==> config.mk <==
export PLATFORM = sky130hd
export DESIGN_NAME = mux_arb_nto1
export DESIGN_NICKNAME = d
export VERILOG_FILES = /design/src/rtl/mux_pkg.sv /design/src/rtl/rr_pick.sv /design/src/rtl/mux_arb_nto1.sv
export SDC_FILE = /design/constraint.sdc
export NUM_CORES = 1
export LEC_CHECK = 0
export BUFFER_PORTS_ARGS = -buffer_cell sky130_fd_sc_hd__buf_4
export CAP_MARGIN = 20
export CORE_MARGIN = 1.5
export CORE_UTILIZATION = 42
export DETAILED_ROUTE_END_ITERATION = 6
export GPL_ROUTABILITY_DRIVEN = 0
export PLACE_DENSITY = 0.88
export SYNTH_ARGS = -nofsm -noshare
export SYNTH_HDL_FRONTEND = slang
export SYNTH_SLANG_ARGS = --single-unit
==> constraint.sdc <==
create_clock -name clk_i -period 2.6 [get_ports clk_i]
set_input_delay 0.39 -clock clk_i [delete_from_list [all_inputs] [get_ports clk_i]]
set_output_delay 0.39 -clock clk_i [all_outputs]
set_load 0.01 [all_outputs]
==> src/rtl/mux_pkg.sv <==
// Shared constants and helpers for the N-to-1 registered mux/arbiter.
package mux_pkg;

  localparam int MUX_MODE_SEL = 0;
  localparam int MUX_MODE_RR  = 1;

  // Index width for n items, never narrower than one bit.
  function automatic int clog2(input int n);
    int r;
    r = 1;
    for (int i = 1; i < 31; i++)
      if ((1 << i) < n) r = i + 1;
    return r;
  endfunction

endpackage

==> src/rtl/rr_pick.sv <==
// Rotating priority search: first requester strictly after ptr, wrapping modulo CHANNELS.
module rr_pick
  import mux_pkg::*;
#(
  parameter  int CHANNELS = 4,
  localparam int SEL_W    = clog2(CHANNELS)
) (
  input  logic [CHANNELS-1:0] req,
  input  logic [SEL_W-1:0]    ptr,
  output logic [SEL_W-1:0]    idx,
  output logic                vld
);

  logic [SEL_W-1:0] k;

  // Walk from the farthest candidate back to ptr+1 so the nearest hit wins.
  always_comb begin
    idx = '0;
    vld = 1'b0;
    k   = '0;
    for (int i = CHANNELS; i >= 1; i--) begin
      k = SEL_W'((int'(ptr) + i) % CHANNELS);
      if (req[k]) begin
        idx = k;
        vld = 1'b1;
      end
    end
  end

endmodule

==> src/rtl/mux_arb_nto1.sv <==
// N-to-1 mux with a single registered, handshaked output stage; explicit select or round-robin.
module mux_arb_nto1
  import mux_pkg::*;
#(
  parameter  int SIZE     = 32,
  parameter  int CHANNELS = 4,
  parameter  int MODE     = MUX_MODE_SEL,
  localparam int SEL_W    = clog2(CHANNELS)
) (
  input  logic                     clk_i,
  input  logic                     rst_i,
  input  logic [CHANNELS*SIZE-1:0] data_i,
  input  logic [CHANNELS-1:0]      valid_i,
  output logic [CHANNELS-1:0]      ready_o,
  input  logic [SEL_W-1:0]         select_i,
  output logic [SIZE-1:0]          data_o,
  output logic                     valid_o,
  input  logic                     ready_i,
  output logic [SEL_W-1:0]         chan_o
);

  logic [SEL_W-1:0] g_idx;
  logic             g_vld;
  logic             load_en;
  logic             xfer_in;
  logic [SIZE-1:0]  sel_word;

  assign load_en = !valid_o || ready_i;
  assign xfer_in = !rst_i && load_en && g_vld;

  generate
    if (MODE == MUX_MODE_RR) begin : g_rr
      logic [SEL_W-1:0] ptr;
      logic             unused_sel;

      assign unused_sel = ^select_i;

      rr_pick #(.CHANNELS(CHANNELS)) u_pick (
        .req (valid_i),
        .ptr (ptr),
        .idx (g_idx),
        .vld (g_vld)
      );

      // Priority only rotates on an accepted word; idle/stalled cycles leave it alone.
      always_ff @(posedge clk_i) begin
        if (rst_i)        ptr <= SEL_W'(CHANNELS - 1);
        else if (xfer_in) ptr <= g_idx;
      end
    end else begin : g_sel
      // Out-of-range selects match no channel and so grant nothing.
      always_comb begin
        g_idx = select_i;
        g_vld = 1'b0;
        for (int k = 0; k < CHANNELS; k++)
          if (select_i == SEL_W'(k)) g_vld = valid_i[k];
      end
    end
  endgenerate

  always_comb begin
    ready_o = '0;
    if (xfer_in) ready_o[g_idx] = 1'b1;
  end

  always_comb begin
    sel_word = '0;
    for (int k = 0; k < CHANNELS; k++)
      if (g_idx == SEL_W'(k)) sel_word = data_i[k*SIZE +: SIZE];
  end

  // Load wins over drain, so a same-cycle in/out keeps valid_o high with no bubble.
  always_ff @(posedge clk_i) begin
    if (rst_i) begin
      valid_o <= 1'b0;
      data_o  <= '0;
      chan_o  <= '0;
    end else if (xfer_in) begin
      valid_o <= 1'b1;
      data_o  <= sel_word;
      chan_o  <= g_idx;
    end else if (valid_o && ready_i) begin
      valid_o <= 1'b0;
    end
  end

endmodule

After elaboration in Yosys (flattened, before gate mapping)
Cells that the tools add are included.
- register bits: 35
- input bits: 137
- output and inout bits: 39
- word-level logic and storage cells: 30
- $lt $le $gt $ge: 2
- equality and inequality tests: 3
- mux-type cells: 13
- reduce and logical (&&, ||, !) cells: 9
- operator list (kind ; number):
    two-way mux 32 bit ; 4
    two-way mux 1 bit ; 7
    equality test 2 bit, second input constant ; 2
    logical AND 1 bit ; 4
    two-way mux 4 bit ; 1
    less-than comparator 2 x 3 -> 1 bit, second input constant ; 1
    demux 1 bit (select 2 bit) ; 1
    equality test 2 x 1 -> 1 bit, second input constant ; 1
    >= comparator 2 x 1 -> 1 bit, second input constant ; 1
    logical NOT 1 bit ; 2
    logical NOT 2 bit ; 1
    nonzero test 2 bit ; 1
    logical OR 1 bit ; 1

Longest topological paths before layout
- word-level depth: 7
- depth in mapped cells: 6
- depth with buffers taken out: 4

Worst setup path before layout
No wires, ideal clock.
- path kind: input -> output
- from: in select_i[1]
- to: out ready_o[0]
- arrival time: 1.276 ns
- data required time: 2.210 ns
- slack: 0.934 ns
- stages: 3
- buffers on the path: 2
- cells stage by stage: buf_2 -> buf_1 -> nor4b_1
- longest elaborated chain between the ends: 7
- elaborated cells between the ends (all ways): 15
- those cells by class: order compare (2); eq/ne (3); mux (7); reduce/logical (3)
- ends and longest elaborated chain (what ; RTL line ; text):
    start: declaration ; mux_arb_nto1.sv:15 ; input logic [SEL_W-1:0] select_i,
    parallel branches: the longest is 6 deep, another holds less-than comparator 2 x 3 -> 1 bit ; -- ;
    two-way mux 4 bit * ; mux_arb_nto1.sv:63 ; if (xfer_in) ready_o[g_idx] = 1'b1;
    end: declaration ; mux_arb_nto1.sv:14 ; output logic [CHANNELS-1:0] ready_o,
Every way passes the cells marked *.

Final worst setup path
- from: in select_i[0]
- to: out ready_o[1]
Same word-level chain as after synthesis.

==> impl_metrics.csv <==
group,metric,value,unit
critical_path,critPathLaunchType,"primary input",
critical_path,crit_path_end_kind,"primary output",
synth,netlist_top_cells_area,"dfxtp_1 (33%), mux4_2 (32%), nand2_1 (12%)",
clock_tree,cts_buffers,5,
hold_path,hp-start,"ready_i",
placed_design,io_buffers,175,
timing,finalSetupViolCount,0,
outcome,status,"finished clean",
clock_tree,post_cts_buffers,0,
route,wirelength,6970,microns
route,vias,2326,
die,initial_core_util,0.441,
placed_design,dp_cells,435,
layout,fillers,373,
power_and_ir_drop,p_comb_frac,0.312,
route,postRouteAntennaNets,0,
clock_tree,cts_buffer_depth,2,
die,fp.coreArea,4790,sq um
hold_path,hp-class,"in2reg",
flow_run,drv_cap,0,
placed_design,dp_hpwl,5430,microns
die,dieWidth,73.9,microns
power_and_ir_drop,ir_drop,0.000278,V
critical_path,ff2ff_setup_slack,1070,ps
timing,worst_pin_slew,682,ps
critical_path,timing.rr.start,"valid_o",
synth,yosysTopAreaCell,"dfxtp_1",
clock_tree,cts_resized,0,
timing,tns,0,ps
synth,synthCells,209,
critical_path,slowest_stage,"buf_4",
grt,grt_pass1_vias,2345,
synth,avgSynthCellArea,10.1,sq um
synth,synth_top_area_frac,0.332,
timing,finalCriticalPeriod,1880,ps
die,die_area,5460,sq um
layout,num_antenna_cells,0,
critical_path,path_cells,"buf_4 -> buf_4 -> nand2_1 -> nor2_1 -> buf_4",
power_and_ir_drop,leakagePower,0.00162,uW
hold_path,hold_depth,4,
critical_path,worstPathArrival,1490,ps
critical_path,path_max_fanout,38,
critical_path,crit_top_cell,"buf_4",
timing,skew,6.19,ps
timing,slew_headroom,0.545,
die,num_io_pins,176,
placed_design,dp_slack,430,ps
synth,yosys_warnings,0,
clock_tree,cts_tree,"done",
synth,yosysUniqueCellTypes,21,
route,detail_route.iter0.violations,63,
layout,finalNetCount,513,
timing,rsz0062_at_grt,"no",
grt,grt_start_max_net_pins,39,
timing,fmax,531,MHz
clock_tree,cts_hold_buf,0,
grt,grt.overflow.total,0,
grt,grt_pass1_wl,10200,microns
synth,ys_ff_latch,35,
power_and_ir_drop,p_sw_frac,0.257,
clock_tree,cts-root-buf,"clkbuf_8",
critical_path,crit_type,"in2out",
die,die_y,73.9,microns
layout,areaGrowthSynthToFinish,68.1,%
critical_path,r2r_cells,5,
critical_path,required,2210,ps
die,rows,25,
route,drtPass1Iterations,5,
synth,seq_area_frac_synth,0.332,
timing,period_share,0.725,
power_and_ir_drop,pwr-share-seq,0.399,
timing,hold_viol_final,0,
timing,post-route-worst-setup-slack,716,ps
timing,final_max_slew_viol_count,0,
power_and_ir_drop,pwr-share-clk,0.289,
route,wl_per_cell,15.7,microns
power_and_ir_drop,p_switching,381,uW
layout,final_util,0.741,
layout,drive_gt1_frac,0.576,
clock_tree,htreeDepth,2,
layout,instances_no_fill,444,
grt,antenna_found_initial,0,
placed_design,postPlaceCellArea,3430,sq um
power_and_ir_drop,pwr_density_cell,418,nW/um^2
route,via_per_inst,5.24,
critical_path,critPathMaxStageDelay,560,ps
layout,post-route-cell-area,3550,sq um
route,drc,0,
synth,synth.net_count,346,
clock_tree,cts.sink_count,35,
critical_path,crit_path_start,"select_i[0]",
clock_tree,insertion_delay,280,ps
synth,netlist_area,2110,sq um
grt,track_usage,0.247,
clock_tree,cts.clk_slew.worst_paths,70,ps
power_and_ir_drop,intPower,1100,uW
[worst max-delay path: cells and delay by family]
family	cells	cell delay [ps]
buffers and inverters	3	790
and+or+nand+nor	2	310
[sequential cells by signal (all words and copies together) (netlist names)]
register / cells
data_o: 32
chan_o: 2
valid_o: 1
[cells by family (layout without fill, tap and decap cells)]
kind of cell,Yosys count,count (layout),synth area share
and+or+nand+nor,83,83,0.159
AOI/OAI and AO/OA,36,36,0.0872
muxes,35,35,0.367
DFF,35,35,0.332
buffers and inverters,20,188,0.0546
[synth_stat cells]
cell / count
a21oi_1: 33
o21ai_0: 1
a32oi_1: 1
buf_6: 4
nor2b_1: 1
mux4_1: 3
clkbuf_1: 6
nand2b_1: 2
dfxtp_1: 35
buf_1: 1
inv_1: 1
mux4_2: 30
mux2i_1: 2
nand3_2: 1
nor2_1: 6
nor3_1: 2
o21ai_1: 1
buf_2: 8
and3_1: 1
nand2_1: 69
nor4b_1: 1
[per-stage QoR]
stage / hold WS (ps) / power (uW)
after global placement: 442 / 1040
after CTS: 428 / 1490
final: 440 / 1480
after detailed placement: 447 / 1060
after global routing: 464 / 1550
after floorplan: 481 / 819
[routing by layer]
layer,global-route usage,routed length [microns]
met1,0.245,2360
met2,0.497,3990
met3,0.0480,507
met4,0.0864,113
met5,0,0
[power groups by stage]
stage	clock [uW]	combinational, uW	sequential (uW)
CTS	436	463	591
global route	459	496	595
floorplan	0	201	618
global placement	0	444	600
detailed placement	0	462	603
finish	429	463	591
[path summary, 6_finish.rpt]
kind / endpoint
worst min-delay path: valid_o
worst max-delay path: ready_o[1]
worst max register to register: data_o[4]
worst min register to register: data_o[13]
[placed cells by master, fill, tap and decap left out]
cell        n
a21oi_1    33
a32oi_1     1
and3_1      1
buf_12      1
buf_4     177
buf_8       1
clkbuf_1    1
clkbuf_8    7
dfxtp_1    35
inv_1       1
mux2i_1     2
mux4_1      3
mux4_2     30
nand2_1    69
nand2b_1    2
nand3_2     1
nor2_1      6
nor2b_1     1
nor3_1      2
nor4b_1     1
o21ai_0     1
o21ai_1     1
[layout make-up]
class	instances	area (sq um)	area share
Clock buffer	8	100	0.0282
Inverter	1	3.75	0.00106
Multi-Input combinational cell	154	1290	0.365
Sequential cell	35	701	0.198
Tap cell	67	83.8	0.0236
Timing Repair Buffer	179	1360	0.385
Power figures use the tool's default switching activity.
